[src/rtl/lsu_pkg.sv]
// Shared definitions for the load/store memory port: funct3 encodings,
// FSM state encoding, response error codes, the latched request record and
// the request legality check used at the handshake.
package lsu_pkg;

    localparam int XLEN = 32;

    // RV32 funct3 encodings (stores reuse B/H/W).
    localparam logic [2:0] F3_B  = 3'b000;
    localparam logic [2:0] F3_H  = 3'b001;
    localparam logic [2:0] F3_W  = 3'b010;
    localparam logic [2:0] F3_BU = 3'b100;
    localparam logic [2:0] F3_HU = 3'b101;

    localparam logic [1:0] ERR_OK       = 2'b00;
    localparam logic [1:0] ERR_MISALIGN = 2'b01;
    localparam logic [1:0] ERR_TIMEOUT  = 2'b10;

    typedef enum logic [1:0] {
        IDLE   = 2'd0,
        ISSUE  = 2'd1,
        WAIT_R = 2'd2,
        RESP   = 2'd3
    } lsu_state_e;

    typedef struct packed {
        logic            write;
        logic [2:0]      funct3;
        logic [XLEN-1:0] addr;
        logic [XLEN-1:0] wdata;
    } lsu_req_t;

    // Unsupported encodings are reported the same way as misalignment, so a
    // single flag decides whether the bus is touched at all.
    function automatic logic req_illegal(input logic       write,
                                         input logic [2:0] funct3,
                                         input logic [1:0] addr_lo);
        logic bad;
        case (funct3)
            F3_B, F3_BU: bad = 1'b0;
            F3_H, F3_HU: bad = addr_lo[0];
            F3_W:        bad = (addr_lo != 2'b00);
            default:     bad = 1'b1;
        endcase
        // Unsigned variants exist only for loads.
        if (write && funct3[2]) bad = 1'b1;
        return bad;
    endfunction

endpackage

[src/rtl/lsu_mem_port_align.sv]
// Byte-lane steering for the load/store port (purely combinational).
//   funct3     : access size / signedness of the latched request
//   addr_lo    : byte offset within the word
//   wdata      : LSB-aligned store data
//   rdata      : raw word from the bus
//   be         : byte enables for the bus access
//   wdata_lane : store data replicated into the addressed lanes
//   rdata_ext  : addressed byte/half/word, sign- or zero-extended
module lsu_align
    import lsu_pkg::*;
#(
    parameter int DATA_WIDTH = 32
) (
    input  logic [2:0]              funct3,
    input  logic [1:0]              addr_lo,
    input  logic [DATA_WIDTH-1:0]   wdata,
    input  logic [DATA_WIDTH-1:0]   rdata,
    output logic [DATA_WIDTH/8-1:0] be,
    output logic [DATA_WIDTH-1:0]   wdata_lane,
    output logic [DATA_WIDTH-1:0]   rdata_ext
);

    localparam int NUM_LANES = DATA_WIDTH / 8;

    logic [NUM_LANES-1:0][7:0] lane_wd;
    logic [1:0]                size;

    assign size = funct3[1:0];

    // Each lane decides its own enable and data source. Byte stores put the
    // low byte in every lane and halves fill both halves, so the memory only
    // needs the enables to pick the right bytes.
    for (genvar i = 0; i < NUM_LANES; i++) begin : g_lane
        localparam logic [1:0] LANE = 2'(i);
        assign be[i] = (size == 2'b00) ? (addr_lo == LANE)       :
                       (size == 2'b01) ? (addr_lo[1] == LANE[1]) : 1'b1;
        assign lane_wd[i] = (size == 2'b00) ? wdata[7:0]            :
                            (size == 2'b01) ? wdata[8*(i%2) +: 8]   :
                                              wdata[8*i +: 8];
    end

    assign wdata_lane = lane_wd;

    logic [4:0]  b_lsb;
    logic [4:0]  h_lsb;
    logic [7:0]  b_sel;
    logic [15:0] h_sel;

    assign b_lsb = {addr_lo, 3'b000};
    assign h_lsb = {addr_lo[1], 4'b0000};
    assign b_sel = rdata[b_lsb +: 8];
    assign h_sel = rdata[h_lsb +: 16];

    always_comb begin
        rdata_ext = rdata;
        case (funct3)
            F3_B:  rdata_ext = {{(DATA_WIDTH-8){b_sel[7]}}, b_sel};
            F3_H:  rdata_ext = {{(DATA_WIDTH-16){h_sel[15]}}, h_sel};
            F3_BU: rdata_ext = {{(DATA_WIDTH-8){1'b0}}, b_sel};
            F3_HU: rdata_ext = {{(DATA_WIDTH-16){1'b0}}, h_sel};
            default: rdata_ext = rdata;
        endcase
    end

endmodule

[src/rtl/lsu_mem_port.sv]
// Load/store port between the execute/memory stage and the data bus.
// One request at a time: latched on LSU_Req_Valid && LSU_Req_Ready, issued
// as a word-aligned bus access, answered with a one-cycle LSU_Rsp_Valid.
//   REG_Clk, REG_Reset       : clock, async active-high reset
//   LSU_Req_*                : core request (valid/ready, write, funct3,
//                              byte address, LSB-aligned store data)
//   LSU_Rsp_*                : completion pulse, extended load data, error
//   MEM_Valid/Ready/Write/Addr/WData/BE : bus request channel
//   MEM_RValid/RData         : bus read-data channel
module lsu_mem_port
    import lsu_pkg::*;
#(
    parameter int DATA_WIDTH     = 32,
    parameter int TIMEOUT_CYCLES = 16,
    parameter int CNT_WIDTH      = 5
) (
    input  logic                    REG_Clk,
    input  logic                    REG_Reset,
    input  logic                    LSU_Req_Valid,
    output logic                    LSU_Req_Ready,
    input  logic                    LSU_Req_Write,
    input  logic [2:0]              LSU_Req_Funct3,
    input  logic [31:0]             LSU_Req_Addr,
    input  logic [DATA_WIDTH-1:0]   LSU_Req_WData,
    output logic                    LSU_Rsp_Valid,
    output logic [DATA_WIDTH-1:0]   LSU_Rsp_RData,
    output logic [1:0]              LSU_Rsp_Error,
    output logic                    MEM_Valid,
    input  logic                    MEM_Ready,
    output logic                    MEM_Write,
    output logic [31:0]             MEM_Addr,
    output logic [DATA_WIDTH-1:0]   MEM_WData,
    output logic [DATA_WIDTH/8-1:0] MEM_BE,
    input  logic                    MEM_RValid,
    input  logic [DATA_WIDTH-1:0]   MEM_RData
);

    lsu_state_e              state_q, state_d;
    lsu_req_t                req_q;
    logic [CNT_WIDTH-1:0]    cnt_q;
    logic [1:0]              err_q;
    logic [DATA_WIDTH-1:0]   rdata_q;

    logic                    illegal;
    logic                    expire;
    logic                    ld_capture;
    logic                    timeout_hit;
    logic [DATA_WIDTH/8-1:0] be;
    logic [DATA_WIDTH-1:0]   wdata_lane;
    logic [DATA_WIDTH-1:0]   rdata_ext;

    lsu_align #(.DATA_WIDTH(DATA_WIDTH)) u_align (
        .funct3     (req_q.funct3),
        .addr_lo    (req_q.addr[1:0]),
        .wdata      (req_q.wdata),
        .rdata      (MEM_RData),
        .be         (be),
        .wdata_lane (wdata_lane),
        .rdata_ext  (rdata_ext)
    );

    assign illegal = req_illegal(LSU_Req_Write, LSU_Req_Funct3, LSU_Req_Addr[1:0]);

    // The counter is 0 in the first ISSUE cycle, so this is the last cycle
    // of the budget. A bus event in the same cycle still completes normally.
    assign expire = (cnt_q >= CNT_WIDTH'(TIMEOUT_CYCLES - 1));

    assign ld_capture = !req_q.write && MEM_RValid &&
                        ((state_q == ISSUE && MEM_Ready) || state_q == WAIT_R);

    assign timeout_hit = expire &&
                         ((state_q == ISSUE  && !MEM_Ready) ||
                          (state_q == WAIT_R && !MEM_RValid));

    // State register
    always_ff @(posedge REG_Clk or posedge REG_Reset) begin
        if (REG_Reset) state_q <= IDLE;
        else           state_q <= state_d;
    end

    // Next-state logic
    always_comb begin
        state_d = state_q;
        case (state_q)
            IDLE:   if (LSU_Req_Valid) state_d = illegal ? RESP : ISSUE;
            ISSUE: begin
                if (MEM_Ready)   state_d = (req_q.write || MEM_RValid) ? RESP : WAIT_R;
                else if (expire) state_d = RESP;
            end
            WAIT_R: if (MEM_RValid || expire) state_d = RESP;
            RESP:   state_d = IDLE;
            default: state_d = IDLE;
        endcase
    end

    // Outputs are Moore: everything is zero outside the state that owns it,
    // which also gives the all-zero reset view.
    always_comb begin
        LSU_Req_Ready = 1'b0;
        LSU_Rsp_Valid = 1'b0;
        LSU_Rsp_RData = '0;
        LSU_Rsp_Error = ERR_OK;
        MEM_Valid     = 1'b0;
        MEM_Write     = 1'b0;
        MEM_Addr      = '0;
        MEM_WData     = '0;
        MEM_BE        = '0;
        case (state_q)
            IDLE: LSU_Req_Ready = 1'b1;
            ISSUE: begin
                MEM_Valid = 1'b1;
                MEM_Write = req_q.write;
                MEM_Addr  = {req_q.addr[31:2], 2'b00};
                MEM_WData = wdata_lane;
                MEM_BE    = be;
            end
            RESP: begin
                LSU_Rsp_Valid = 1'b1;
                LSU_Rsp_RData = rdata_q;
                LSU_Rsp_Error = err_q;
            end
            default: ;
        endcase
    end

    // Request latch, timeout counter and response data
    always_ff @(posedge REG_Clk or posedge REG_Reset) begin
        if (REG_Reset) begin
            req_q   <= '0;
            cnt_q   <= '0;
            err_q   <= ERR_OK;
            rdata_q <= '0;
        end else begin
            case (state_q)
                IDLE: if (LSU_Req_Valid) begin
                    req_q   <= '{write:  LSU_Req_Write,
                                 funct3: LSU_Req_Funct3,
                                 addr:   LSU_Req_Addr,
                                 wdata:  LSU_Req_WData};
                    err_q   <= illegal ? ERR_MISALIGN : ERR_OK;
                    rdata_q <= '0;
                    cnt_q   <= '0;
                end
                ISSUE, WAIT_R: begin
                    cnt_q <= cnt_q + 1'b1;
                    if (ld_capture)  rdata_q <= rdata_ext;
                    if (timeout_hit) err_q   <= ERR_TIMEOUT;
                end
                default: ;
            endcase
        end
    end

endmodule

[config.mk]
export PLATFORM = sky130hd
export DESIGN_NAME = lsu_mem_port
export DESIGN_NICKNAME = d
export VERILOG_FILES = /design/src/rtl/lsu_pkg.sv /design/src/rtl/lsu_mem_port_align.sv /design/src/rtl/lsu_mem_port.sv
export SDC_FILE = /design/constraint.sdc
export NUM_CORES = 1
export LEC_CHECK = 0
export BUFFER_PORTS_ARGS = -buffer_cell sky130_fd_sc_hd__buf_4
export CAP_MARGIN = 20
export CORE_MARGIN = 2
export CORE_UTILIZATION = 35
export CTS_CLUSTER_SIZE = 20
export DETAILED_ROUTE_END_ITERATION = 16
export GPL_TIMING_DRIVEN = 0
export PLACE_DENSITY = 0.67
export RECOVER_POWER = 25
export SYNTH_ARGS = -nofsm -noshare
export SYNTH_HDL_FRONTEND = slang
export SYNTH_HIERARCHICAL = 1
export SYNTH_SLANG_ARGS = --single-unit
[constraint.sdc]
create_clock -name REG_Clk -period 6.33 [get_ports REG_Clk]
set_input_delay 0.3165 -clock REG_Clk [delete_from_list [all_inputs] [get_ports REG_Clk]]
set_output_delay 0.3165 -clock REG_Clk [all_outputs]
set_load 0.03 [all_outputs]
==> out/metrics.csv <==
stage;metric;value;unit
run_status;status;complete, but fails checks;
placement;numPortBuffers;208;
power_and_ir_drop;power;4.12;mW
worst_setup_path;critical_path.startpoint_type;flip-flop;
floorplan;dieArea;0.0185;sq mm
sta;rsz0062_at_grt;false;
cells_and_area;fin_cells;1039;
global_routing;grt_pass1_vias;5051;
yosys;yosys.cell_types.count;47;
worst_setup_path;cp_top_family;buffers and inverters;
worst_setup_path;r2r_cells;6;
cts;clockRootBuffer;clkbuf_16;
cts;path_clk_slew;0.08;ns
worst_setup_path;worst-path-buf-inv;4;
yosys;yosysWarnings;6;
cts;clock-sinks;109;
placement;dp_hpwl;13.7;mm
floorplan;ios;211;
power_and_ir_drop;leakage;4.09;nW
hold_path;holdCritPathClass;in -> reg;
sta;fmax;345;MHz
cells_and_area;areaGrowthSynthToFinish;35.3;%
run;max_cap_violations;1;
route;routed_wl;18.2;mm
floorplan;die_w;136;um
sta;fin_crit;2.90;ns
yosys;synth-edff-count;0;
global_routing;antenna_found_initial;0;
cts;htree_levels;3;
cells_and_area;mostFrequentLayoutCells;buf_4, dfrtp_1, and2_1;
cells_and_area;drive_gt1_share;42.1;%
cells_and_area;final_nets;920;
placement;gp_congestion;0.874;
sta;hold_viol;0;
route;vias;5128;
cells_and_area;n_antenna_cell;0;
route;vias_per_cell;4.94;
cts;clk_latency;0.36;ns
route;wire_per_inst;17.5;um
cells_and_area;layout_commonest_cell;buf_4;
yosys;synth-main-ff-cell;dfrtp_1;
floorplan;core;0.0172;sq mm
sta;finalSetupViolations;0;
yosys;yosysSeqAreaShare;44.7;%
worst_setup_path;end_kind;output port;
global_routing;grt-ovfl-total;0;
worst_setup_path;cp.required;6.01;ns
route;drcViolationCount;0;
sta;fin_tns_setup;0;ns
route;firstDrtPassIters;6;
yosys;async_reset_ff_share;100;%
sta;tightest_slew;3.00;ns
sta;fin_crit_sh;45.8;%
yosys;syn_area;0.00611;sq mm
route;drt-initial-drc-count;283;
worst_setup_path;cpMaxStageDelayCell;clkbuf_1;
sta;fin_skew;0.00602;ns
floorplan;die_h;136;um
placement;dp_cells;1023;
yosys;yosys_register_bits;109;
power_and_ir_drop;p_per_area;498;mW/mm^2
cts;cts_resized;0;
floorplan;placementRows;48;
floorplan;start_util;35.6;%
yosys;syn_inst;588;
run_status;violations;max-capacitance violations, max-slew violations;
worst_setup_path;cp_common_cell;clkbuf_1;
route;drt.antenna.violating_nets;0;
worst_setup_path;worstSetupPathDepth;6;
cts;cts_buffers;9;
worst_setup_path;worstPathMaxFanout;10;
cts;ctsHoldBuffers;0;
cts;cts_setup_buffers;0;
cells_and_area;fillCellCount;1684;
sta;drv_slew;65;
power_and_ir_drop;ir_worst_vdd;245;uV
global_routing;grt_max_degree;66;
worst_setup_path;cp.arrival;2.58;ns
worst_setup_path;criticalPathCategory;reg -> out;
cts;clockBufferDepth;2;
worst_setup_path;cp_cell_sequence;inv_1 > ha_1 > clkbuf_1 > clkbuf_1 > and2_1 > buf_4;
yosys;synth.avg_cell_area;10.4;sq um
cts;cts_tree;built;
worst_setup_path;cpPeakStageDelay;0.51;ns
global_routing;grt_pass1_wl;27.7;mm
global_routing;grt.total_usage;19.7;%
sta;relSlewSlack;-101;%
hold_path;whs_path_depth;2;
-- state kept, by name, indices dropped and copies added (netlist names) --
name     cells
cnt_q        5
err_q        2
rdata_q     32
req_q       68
state_q      2
-- metal layers --
layer  GRT usage [%]  up-vias  routed length (um)
met3            5.37       23                1450
met5               0        -                   0
li1                -     2466                   -
met2            32.2      183                8690
met4            6.60        0                 341
met1            25.3     2456                7680
-- kinds of logic after synthesis --
group | count (synthesis) | share of synthesized area [%]
and+or+nand+nor | 212 | 18.8
DFF | 109 | 44.7
AOI/OAI and AO/OA | 101 | 12.3
muxes | 98 | 17.8
buffers and inverters | 61 | 5.14
adders and majority gates | 6 | 1.23
other | 1 | 0.0614
-- power breakdown --
group          internal (mW)  switching [mW]  leakage, nW
registers               1.01           0.195         1.36
logic                   1.04            1.32         2.59
clock network          0.279           0.275        0.139
-- area by class of cell --
type / instances / area (sq um) / area share, %
tap: 225 / 282 / 3.41
inverter: 9 / 35.0 / 0.424
clock buffer: 11 / 243 / 2.94
multi-input combinational: 419 / 3070 / 37.1
timing repair buffer: 209 / 1590 / 19.2
buffer: 52 / 280 / 3.39
clock inverter: 5 / 36.3 / 0.439
sequential: 109 / 2730 / 33.0
-- stage by stage --
step	setup slack, ns	hold WS, ns	instance area, sq um	util, %
CTS	3.33	0.156	8260	48.1
detailed placement	3.73	0.484	7980	46.5
global route	3.22	0.171	8260	48.1
floorplan	3.14	0.456	6110	-
global placement	1.67	0.480	7950	46.3
finish	3.43	0.183	8260	48.1
-- cell usage after synthesis (3+ instances only) --
library cell  count  area, sq um
clkbuf_1         19         71.3
ha_1              6         75.1
nand2_1          61          229
and2_1          102          638
dfrtp_1         109         2730
buf_6             3         33.8
a22o_1           34          298
nor2_1           12         45.0
buf_2            11         55.1
buf_1             6         22.5
mux2_2           86          968
inv_1             9         33.8
buf_4            13         97.6
o21ai_0          19         95.1
nor3_1            4         20.0
o31ai_1           4         30.0
o22ai_1           4         25.0
nor2b_1           7         43.8
nand2b_1         14         87.6
a22oi_1           5         37.5
a21oi_1          11         55.1
a211o_1           5         43.8
mux2i_1          12          120
-- path summary, 6_finish.rpt --
check | slack (ns) | from | to
hold / removal | 0.18 | LSU_Req_WData[11] | req_q[11]
min in group asynchronous | 0.81 | REG_Reset | req_q[61]
max in group asynchronous | 4.16 | REG_Reset | rdata_q[14]
setup reg to reg | 3.97 | state_q[0] | req_q[21]
setup / recovery | 3.43 | state_q[1] | MEM_WData[31]
hold reg to reg | 0.50 | req_q[41] | req_q[41]
Power figures use the tool's default switching activity.
